==> src/rtl/layer_pkg.sv <==
// Shared types and defaults for the three-class layer vote block.
package layer_pkg;

  localparam int unsigned WINDOW_DEF = 16;
  localparam int unsigned CNT_W_DEF  = 8;

  // Sample counter is wide enough for the largest legal window (255).
  localparam int unsigned SCNT_W = 8;

  // class_id value reported when no class received any vote.
  localparam logic [1:0] CLASS_NONE = 2'd3;

  typedef enum logic [1:0] {
    ST_ACCUM  = 2'd0,
    ST_DECIDE = 2'd1,
    ST_HOLD   = 2'd2
  } state_e;

endpackage : layer_pkg

==> src/rtl/sat_counter.sv <==
// Saturating up-counter with synchronous clear; holds at all-ones.
module sat_counter #(
  parameter int unsigned CNT_W = 8
) (
  input  logic             clk,
  input  logic             rst_n,
  input  logic             inc,
  input  logic             clr,
  output logic [CNT_W-1:0] count
);

  localparam logic [CNT_W-1:0] CNT_MAX = '1;

  logic [CNT_W-1:0] cnt_q;
  logic [CNT_W-1:0] cnt_d;

  // Next count: clear wins, otherwise increment unless already saturated.
  always_comb begin
    cnt_d = cnt_q;
    if (clr) begin
      cnt_d = '0;
    end else if (inc && (cnt_q != CNT_MAX)) begin
      cnt_d = cnt_q + CNT_W'(1);
    end
  end

  // Count register with synchronous active-low reset.
  always_ff @(posedge clk) begin
    if (!rst_n) begin
      cnt_q <= '0;
    end else begin
      cnt_q <= cnt_d;
    end
  end

  assign count = cnt_q;

endmodule : sat_counter

==> src/rtl/layer_vote.sv <==
// Windowed majority vote over three class activations with a
// valid/ready decision output held until consumed.
module layer_vote
  import layer_pkg::*;
#(
  parameter int unsigned WINDOW = WINDOW_DEF,
  parameter int unsigned CNT_W  = CNT_W_DEF
) (
  input  logic             clk,
  input  logic             rst_n,
  input  logic             in_valid,
  output logic             in_ready,
  input  logic             s0,
  input  logic             s1,
  input  logic             s2,
  output logic             out_valid,
  input  logic             out_ready,
  output logic [1:0]       class_id,
  output logic [CNT_W-1:0] class_cnt,
  output logic             tie
);

  localparam logic [SCNT_W-1:0] LAST_IDX = SCNT_W'(WINDOW - 1);

  state_e            state_q;
  logic [SCNT_W-1:0] sample_cnt_q;
  logic              out_valid_q;
  logic [1:0]        class_id_q;
  logic [CNT_W-1:0]  class_cnt_q;
  logic              tie_q;

  logic              accept_c;
  logic              last_c;
  logic              vote_clr_c;
  logic [CNT_W-1:0]  cnt0;
  logic [CNT_W-1:0]  cnt1;
  logic [CNT_W-1:0]  cnt2;

  logic [1:0]        best_id_c;
  logic [CNT_W-1:0]  best_cnt_c;
  logic              best_tie_c;
  logic [1:0]        n_at_max_c;

  // Handshake decode: samples only enter while accumulating.
  assign in_ready   = (state_q == ST_ACCUM);
  assign accept_c   = in_valid && in_ready;
  assign last_c     = accept_c && (sample_cnt_q == LAST_IDX);
  assign vote_clr_c = (state_q == ST_HOLD) && out_ready;

  // One saturating vote counter per class; simultaneous activations all count.
  sat_counter #(.CNT_W(CNT_W)) u_cnt0 (
    .clk   (clk),
    .rst_n (rst_n),
    .inc   (accept_c && s0),
    .clr   (vote_clr_c),
    .count (cnt0)
  );

  sat_counter #(.CNT_W(CNT_W)) u_cnt1 (
    .clk   (clk),
    .rst_n (rst_n),
    .inc   (accept_c && s1),
    .clr   (vote_clr_c),
    .count (cnt1)
  );

  sat_counter #(.CNT_W(CNT_W)) u_cnt2 (
    .clk   (clk),
    .rst_n (rst_n),
    .inc   (accept_c && s2),
    .clr   (vote_clr_c),
    .count (cnt2)
  );

  // Argmax with lowest-index tie break; an empty window reports NONE.
  always_comb begin
    best_id_c  = 2'd0;
    best_cnt_c = cnt0;
    if (cnt1 > best_cnt_c) begin
      best_id_c  = 2'd1;
      best_cnt_c = cnt1;
    end
    if (cnt2 > best_cnt_c) begin
      best_id_c  = 2'd2;
      best_cnt_c = cnt2;
    end
    n_at_max_c = 2'(cnt0 == best_cnt_c) + 2'(cnt1 == best_cnt_c)
               + 2'(cnt2 == best_cnt_c);
    best_tie_c = (n_at_max_c > 2'd1);
    if (best_cnt_c == '0) begin
      best_id_c  = CLASS_NONE;
      best_tie_c = 1'b0;
    end
  end

  // Control FSM: accumulate a window, latch the decision, hold until taken.
  always_ff @(posedge clk) begin
    if (!rst_n) begin
      state_q      <= ST_ACCUM;
      sample_cnt_q <= '0;
      out_valid_q  <= 1'b0;
      class_id_q   <= 2'd0;
      class_cnt_q  <= '0;
      tie_q        <= 1'b0;
    end else begin
      case (state_q)
        ST_ACCUM: begin
          if (accept_c) begin
            if (last_c) begin
              sample_cnt_q <= '0;
              state_q      <= ST_DECIDE;
            end else begin
              sample_cnt_q <= sample_cnt_q + SCNT_W'(1);
            end
          end
        end
        ST_DECIDE: begin
          class_id_q  <= best_id_c;
          class_cnt_q <= best_cnt_c;
          tie_q       <= best_tie_c;
          out_valid_q <= 1'b1;
          state_q     <= ST_HOLD;
        end
        ST_HOLD: begin
          if (out_ready) begin
            out_valid_q <= 1'b0;
            state_q     <= ST_ACCUM;
          end
        end
        default: begin
          state_q <= ST_ACCUM;
        end
      endcase
    end
  end

  assign out_valid = out_valid_q;
  assign class_id  = class_id_q;
  assign class_cnt = class_cnt_q;
  assign tie       = tie_q;

endmodule : layer_vote

==> config.mk <==
export PLATFORM = sky130hd
export DESIGN_NAME = layer_vote
export DESIGN_NICKNAME = d
export VERILOG_FILES = /design/src/rtl/layer_pkg.sv /design/src/rtl/sat_counter.sv /design/src/rtl/layer_vote.sv
export SDC_FILE = /design/constraint.sdc
export NUM_CORES = 1
export LEC_CHECK = 0
export CORE_ASPECT_RATIO = 1.5
export CORE_MARGIN = 2
export CORE_UTILIZATION = 50
export CTS_CLUSTER_SIZE = 40
export DETAILED_ROUTE_END_ITERATION = 10
export PLACE_DENSITY = 0.73
export SETUP_SLACK_MARGIN = 0.5
export SYNTH_ARGS = -nofsm -noshare
export SYNTH_HDL_FRONTEND = slang
export SYNTH_SLANG_ARGS = --single-unit
==> constraint.sdc <==
create_clock -name clk -period 9.4 [get_ports clk]
set_clock_uncertainty 0.1 [all_clocks]
set_input_delay 1.88 -clock clk [delete_from_list [all_inputs] [get_ports clk]]
set_output_delay 1.88 -clock clk [all_outputs]
set_load 0.01 [all_outputs]
==> impl_metrics.ini, run 1 <==
[status]
outcome = completed

[route]
ant_nets = 0
vias_per_cell = 5.943
drc = 0
wire_per_inst_um = 17.15
drt_iter0_markers = 101
drtPass1Iterations = 4
vias = 2615
wirelength_um = 7546

[worst_hold_path]
min-delay-start = class_cnt[4]
min_path_type = reg2reg

[critical_path]
crit_chain = inv_1, ha_1, nor2b_4, o211ai_2, a21oi_2, o22ai_4, mux2i_1, ha_1, and4_1, a21oi_1, and2_1, o21ai_0, a21oi_1, mux2_4, mux2i_1, a221o_1, a2111oi_2, ha_1, a21boi_0, nand4_1, o31ai_1
crit_buf_inv = 1
startpoint = u_cnt0.count[1]
rr_startpoint = u_cnt0.count[1]
crit_fanout = 18
worstPathArrival_ns = 5.87
worst_path_most_repeated_cell = ha_1
cp_slowest_stage_delay_ns = 0.64
critPathTopFamily = compound AO/OA/AOI/OAI gates
slowest_stage = mux2i_1
critPathCaptureType = register
worstSetupPathType = reg2reg
startpoint_type = register
required_ns = 9.52

[die]
ios = 20
start_util_pct = 52.32
dieWidth_um = 67.76
num_rows = 34
die_area_um2 = 6752
core_um2 = 5828
fp.dieH_um = 99.64

[timing]
worst_pin_slew_ns = 0.8897
rsz0062_at_grt = false
setup-tns-final_ns = 0
min_period_ns = 5.753
slew_violations = 0
hold_viol_final = 0
max_freq_mhz = 173.8
timing.final.crit_share_pct = 61.20
maxSlewHeadroom_pct = 40.55
setup_viol = 0

[power_and_ir_drop]
p_sw_share_pct = 26.89
power.density_nw_per_um2 = 128.7
p_int_mw = 0.3145
switchingPower_mw = 0.1157
peakVddDrop_mv = 0.1073
clkPwrFrac_pct = 34.2
comb_power_share_pct = 18.5
seq_power_share_pct = 47.3
leakagePower_nw = 1.334

[place]
dp.cells = 432
hpwl_um = 5597
port_buffers = 19
gp_congestion = 0.9971

[logic_synthesis]
synth_nets = 389
synth_common_cells = dfxtp_1 (46), nand2_1 (31), xnor2_1 (30)
netlist_area_um2 = 3049
synthTopCellsByArea = dfxtp_1 (30%), xnor2_1 (8.6%), ha_1 (8.2%)
avgSynthCellArea_um2 = 8.423
yosysWarnings = 0
synth.most_common_cell = dfxtp_1
synth_edf_count = 0
synth_top_area_share_pct = 30.20
ys.flop_type = dfxtp_1
synthArstFlopShare_pct = 0
synth_cell_types = 55
synth_seq_area_share_pct = 30.20
synth_cells = 362
synth_largest_area_cell = dfxtp_1
ys_seq_elements = 46

[cts]
postCtsSetupBuffers = 0
cts_tree = built
ctsResizeCount = 0
cts_buffers = 5
htree_levels = 2
hold_buffers = 0
clockRootBuffer = clkbuf_8
clock-sinks = 46
clk_latency_ns = 0.30
cts.reportedPaths.clkPinSlew_ns = 0.09
clock_path_buffers = 2

[global_route]
grt_overflow_total = 0
antenna_found_initial = 0
grt_start_max_net_pins = 25
grt_pass1_wl_um = 12540
first_global_vias = 2571
gr-usage-all-layers_pct = 24.41

[layout]
final_cells = 440
diodes = 0
nFillCells = 535
drive_gt1_share_pct = 5.163
nNetsFinal = 394
syn2layout_area_growth_pct = 9.643

[flow_run]
drv_cap = 0
==> routing by layer <==
| metal | global-route usage, % | vias up | wire (um) |
|---|---|---|---|
| li1 | - | 1287 | - |
| met1 | 29.82 | 1231 | 3156 |
| met2 | 40.05 | 71 | 3762 |
| met3 | 3.507 | 26 | 293 |
| met4 | 13.34 | 0 | 333 |
| met5 | 0 | - | 0 |
==> cell usage in the layout (no fill, tap or decap), types with 2 or more instances in the layout <==
| cell | instances |
|---|---|
| clkbuf_8 | 5 |
| ha_1 | 20 |
| nand4_1 | 17 |
| o21ai_0 | 21 |
| o211a_1 | 2 |
| a211o_1 | 2 |
| mux2_2 | 4 |
| o221ai_1 | 2 |
| o21ai_1 | 2 |
| nor3b_1 | 2 |
| and3_1 | 3 |
| a31oi_1 | 2 |
| a21boi_0 | 2 |
| mux2i_1 | 13 |
| nor2_1 | 29 |
| dfxtp_1 | 46 |
| or3_1 | 5 |
| clkdlybuf4s50_1 | 19 |
| nor2b_1 | 4 |
| o311a_1 | 2 |
| a21oi_1 | 16 |
| and2_1 | 10 |
| nand3_1 | 4 |
| nor4_1 | 6 |
| nand2_1 | 31 |
| inv_1 | 18 |
| o22ai_1 | 3 |
| xnor2_1 | 30 |
| o21a_1 | 2 |
| o31ai_1 | 3 |
| xor2_1 | 14 |
| mux2_4 | 2 |
| nor3_1 | 2 |
| and4_1 | 2 |
==> worst paths after layout <==
path                  end  slack [ns]  cells past startpoint
max                   tie        3.65                     21
min          class_cnt[4]        0.37                      2
max reg2reg           tie        3.65                     21
min reg2reg  class_cnt[4]        0.37                      2
==> tightest hold or removal path: stages, from the launching register on <==
cell and delay [ns]:
dfxtp_1 0.32, nand2_1 0.05, a21boi_0 0.06
==> power groups by stage <==
stage / sequential (mW) / clock [mW] / combinational, mW
floorplan: 0.204 / 0 / 0.0726
global placement: 0.208 / 0 / 0.0787
detailed placement: 0.208 / 0 / 0.0795
CTS: 0.203 / 0.150 / 0.0797
global route: 0.204 / 0.158 / 0.0876
finish: 0.203 / 0.147 / 0.0795
==> cell families after synthesis <==
kind of cell / after synthesis / share of synthesized area (%)
compound gates: 73 / 16.29
flops: 46 / 30.20
buf+inv: 39 / 5.375
xor+xnor: 44 / 12.64
mux: 20 / 7.181
fa+ha+maj: 20 / 8.207
simple gates: 120 / 20.11
==> cell type report <==
type	instances	area, um2	share of cell area, %
Tap cell	72	90.09	2.695
Multi-Input combinational cell	277	1964	58.76
Timing Repair Buffer	19	190.2	5.689
Inverter	18	67.56	2.021
Sequential cell	46	920.9	27.54
Clock buffer	6	72.57	2.171
Clock inverter	2	37.54	1.123
==> sequential cells by signal, indices dropped and copies added, names as in the netlist <==
| signal | cells |
|---|---|
| sample_cnt_q | 8 |
| out_valid | 1 |
| tie | 1 |
| u_cnt1.count | 8 |
| class_cnt | 8 |
| state_q | 2 |
| class_id | 2 |
| u_cnt2.count | 8 |
| u_cnt0.count | 8 |
==> per-stage QoR <==
stage	setup slack (ns)	power, mW	hold WS, ns	util [%]	area, um2
6_report	3.647	0.4302	0.3730	57.36	3343
5_1_grt	3.134	0.4501	0.4252	57.36	3343
4_1_cts	3.649	0.4328	0.3788	57.36	3343
3_5_place_dp	3.660	0.2873	0.3623	55.47	3233
3_3_place_gp	3.725	0.2864	0.3569	55.47	3233
2_1_floorplan	4.294	0.2763	0.3794	-	3049
Power figures use the tool's default switching activity.
==> run 2, diff against run 1 <==
- clock period: 9.4 -> 5.7 ns (I/O delays scaled with it)
==> impl_metrics.ini, run 2 (same netlist as run 1, synthesis figures left out) <==
[status]
outcome = completed

[layout]
layout_commonest_cell = dfxtp_1
nFillCells = 520
drive_gt1_share_pct = 14.00
diodes = 0
fin_util_pct = 61.76
final_cell_mix = dfxtp_1 (44), nand2_1 (31), xnor2_1 (30), buf_4 (30), nor2_1 (29)
multi_input_area_um2 = 2012
seq_area_um2 = 923.4
syn2layout_area_growth_pct = 18.05
nNetsFinal = 426

[timing]
worst_pin_slew_ns = 0.9013
rsz0062_at_grt = false
maxSlewHeadroom_pct = 39.77
hold_viol_final = 0
whs_ns = 0.3728
slew_violations = 0
setup_viol = 0
min_period_ns = 4.943
max_freq_mhz = 202.3
timing.final.crit_share_pct = 86.71
setup-tns-final_ns = 0

[route]
drtPass1Iterations = 5
drc = 0
drt_iter0_markers = 157
routed-wl-met2_um = 4179
wirelength_um = 8255
vias_per_cell = 5.926
vias = 2797
wire_per_inst_um = 17.49
wl_met1_um = 3179
highest_layer = met4
ant_nets = 0
dr_wl_met3_um = 391

[worst_hold_path]
min_path_type = reg2reg

[cts]
cts_buffers = 5
cts.reportedPaths.clkPinSlew_ns = 0.08
clock_path_buffers = 2
clk_latency_ns = 0.31
cts_tree = built
clockRootBuffer = clkbuf_8
htree_levels = 2
clock-sinks = 46

[die]
start_util_pct = 52.32
die_area_um2 = 6752
dieWidth_um = 67.76
num_rows = 34
ios = 20
fp.dieH_um = 99.64
core_um2 = 5828

[place]
gp_congestion = 1.007
port_buffers = 19
hpwl_um = 5987

[critical_path]
worstSetupPathType = reg2reg
startpoint_type = register
worstPathArrival_ns = 5.07
critPathCaptureType = register
required_ns = 5.83
crit_fanout = 7

[global_route]
first_global_vias = 2650
grt_start_max_net_pins = 25
antenna_found_initial = 0
grt_pass1_wl_um = 12970
gr-usage-all-layers_pct = 25.58
grt_overflow_total = 0

[power_and_ir_drop]
power.density_nw_per_um2 = 200.2
peakVddDrop_mv = 0.1318
leakagePower_nw = 1.483

[flow_run]
drv_cap = 0
[run 2: worst max-delay path, stage by stage, from the launching register on]
cell and delay, ns:
dfxtp_1 0.34, inv_1 0.09, ha_1 0.34, a21oi_1 0.16, o21ai_1 0.17, o22ai_4 0.29
mux2i_1 0.29, ha_1 0.30, a21o_1 0.19, o21ai_0 0.22, and3b_1 0.26, o21ai_0 0.13
a21oi_2 0.20, mux2_4 0.25, buf_4 0.13, mux2i_1 0.35, xnor2_1 0.16, a2111oi_4 0.22
ha_1 0.18, a21boi_0 0.17, nand4_1 0.11, o31ai_1 0.21
[run 2: repair_timing]
action                                  4_1_cts  5_1_grt
buffers inserted                              0       12
resized for setup                             0        6
hold buffers                                  0        0
endpoints found under the setup margin        0        1
[run 2: path summary, 6_finish.rpt]
check	end	cells after the start	slack, ns	from
worst min-delay path	class_cnt[4]	2	0.37	class_cnt[4]
worst max-delay path	tie	21	0.76	u_cnt0.count[7]
worst max register to register	tie	21	0.76	u_cnt0.count[7]
worst min register to register	class_cnt[4]	2	0.37	class_cnt[4]
[run 2: layout make-up]
| type | instances | share of cell area (%) |
|---|---|---|
| Multi-Input combinational cell | 279 | 55.89 |
| Sequential cell | 46 | 25.65 |
| Timing Repair Buffer | 49 | 11.54 |
| Tap cell | 72 | 2.503 |
| Clock buffer | 7 | 2.398 |
| Inverter | 18 | 1.877 |
| Clock inverter | 1 | 0.1390 |
[run 2: routing by layer]
metal	vias to the layer above	track usage [%]
met5	-	0
met4	0	14.29
met3	38	3.846
met2	106	43.74
met1	1300	29.38
li1	1353	-
[run 2: report_power, final]
part | leakage (nW) | internal [mW] | total (mW) | switching (mW)
sequential | 0.372 | 0.326 | 0.332 | 0.00675
clock | 0.0482 | 0.0979 | 0.207 | 0.109
combinational | 1.06 | 0.0947 | 0.181 | 0.0864
total | 1.48 | 0.518 | 0.721 | 0.202
[run 2: through the flow]
stage / power (mW) / worst slack (ns) / area (um2) / std cells
2_1_floorplan: 0.4556 / 0.5939 / 3049 / 362
3_3_place_gp: 0.4723 / 0.7433 / 3368 / 450
3_5_place_dp: 0.4740 / 0.5812 / 3368 / 450
4_1_cts: 0.6791 / 0.5690 / 3460 / 458
5_1_grt: 0.7534 / 0.4901 / 3600 / 472
6_report: 0.7207 / 0.7574 / 3600 / 472
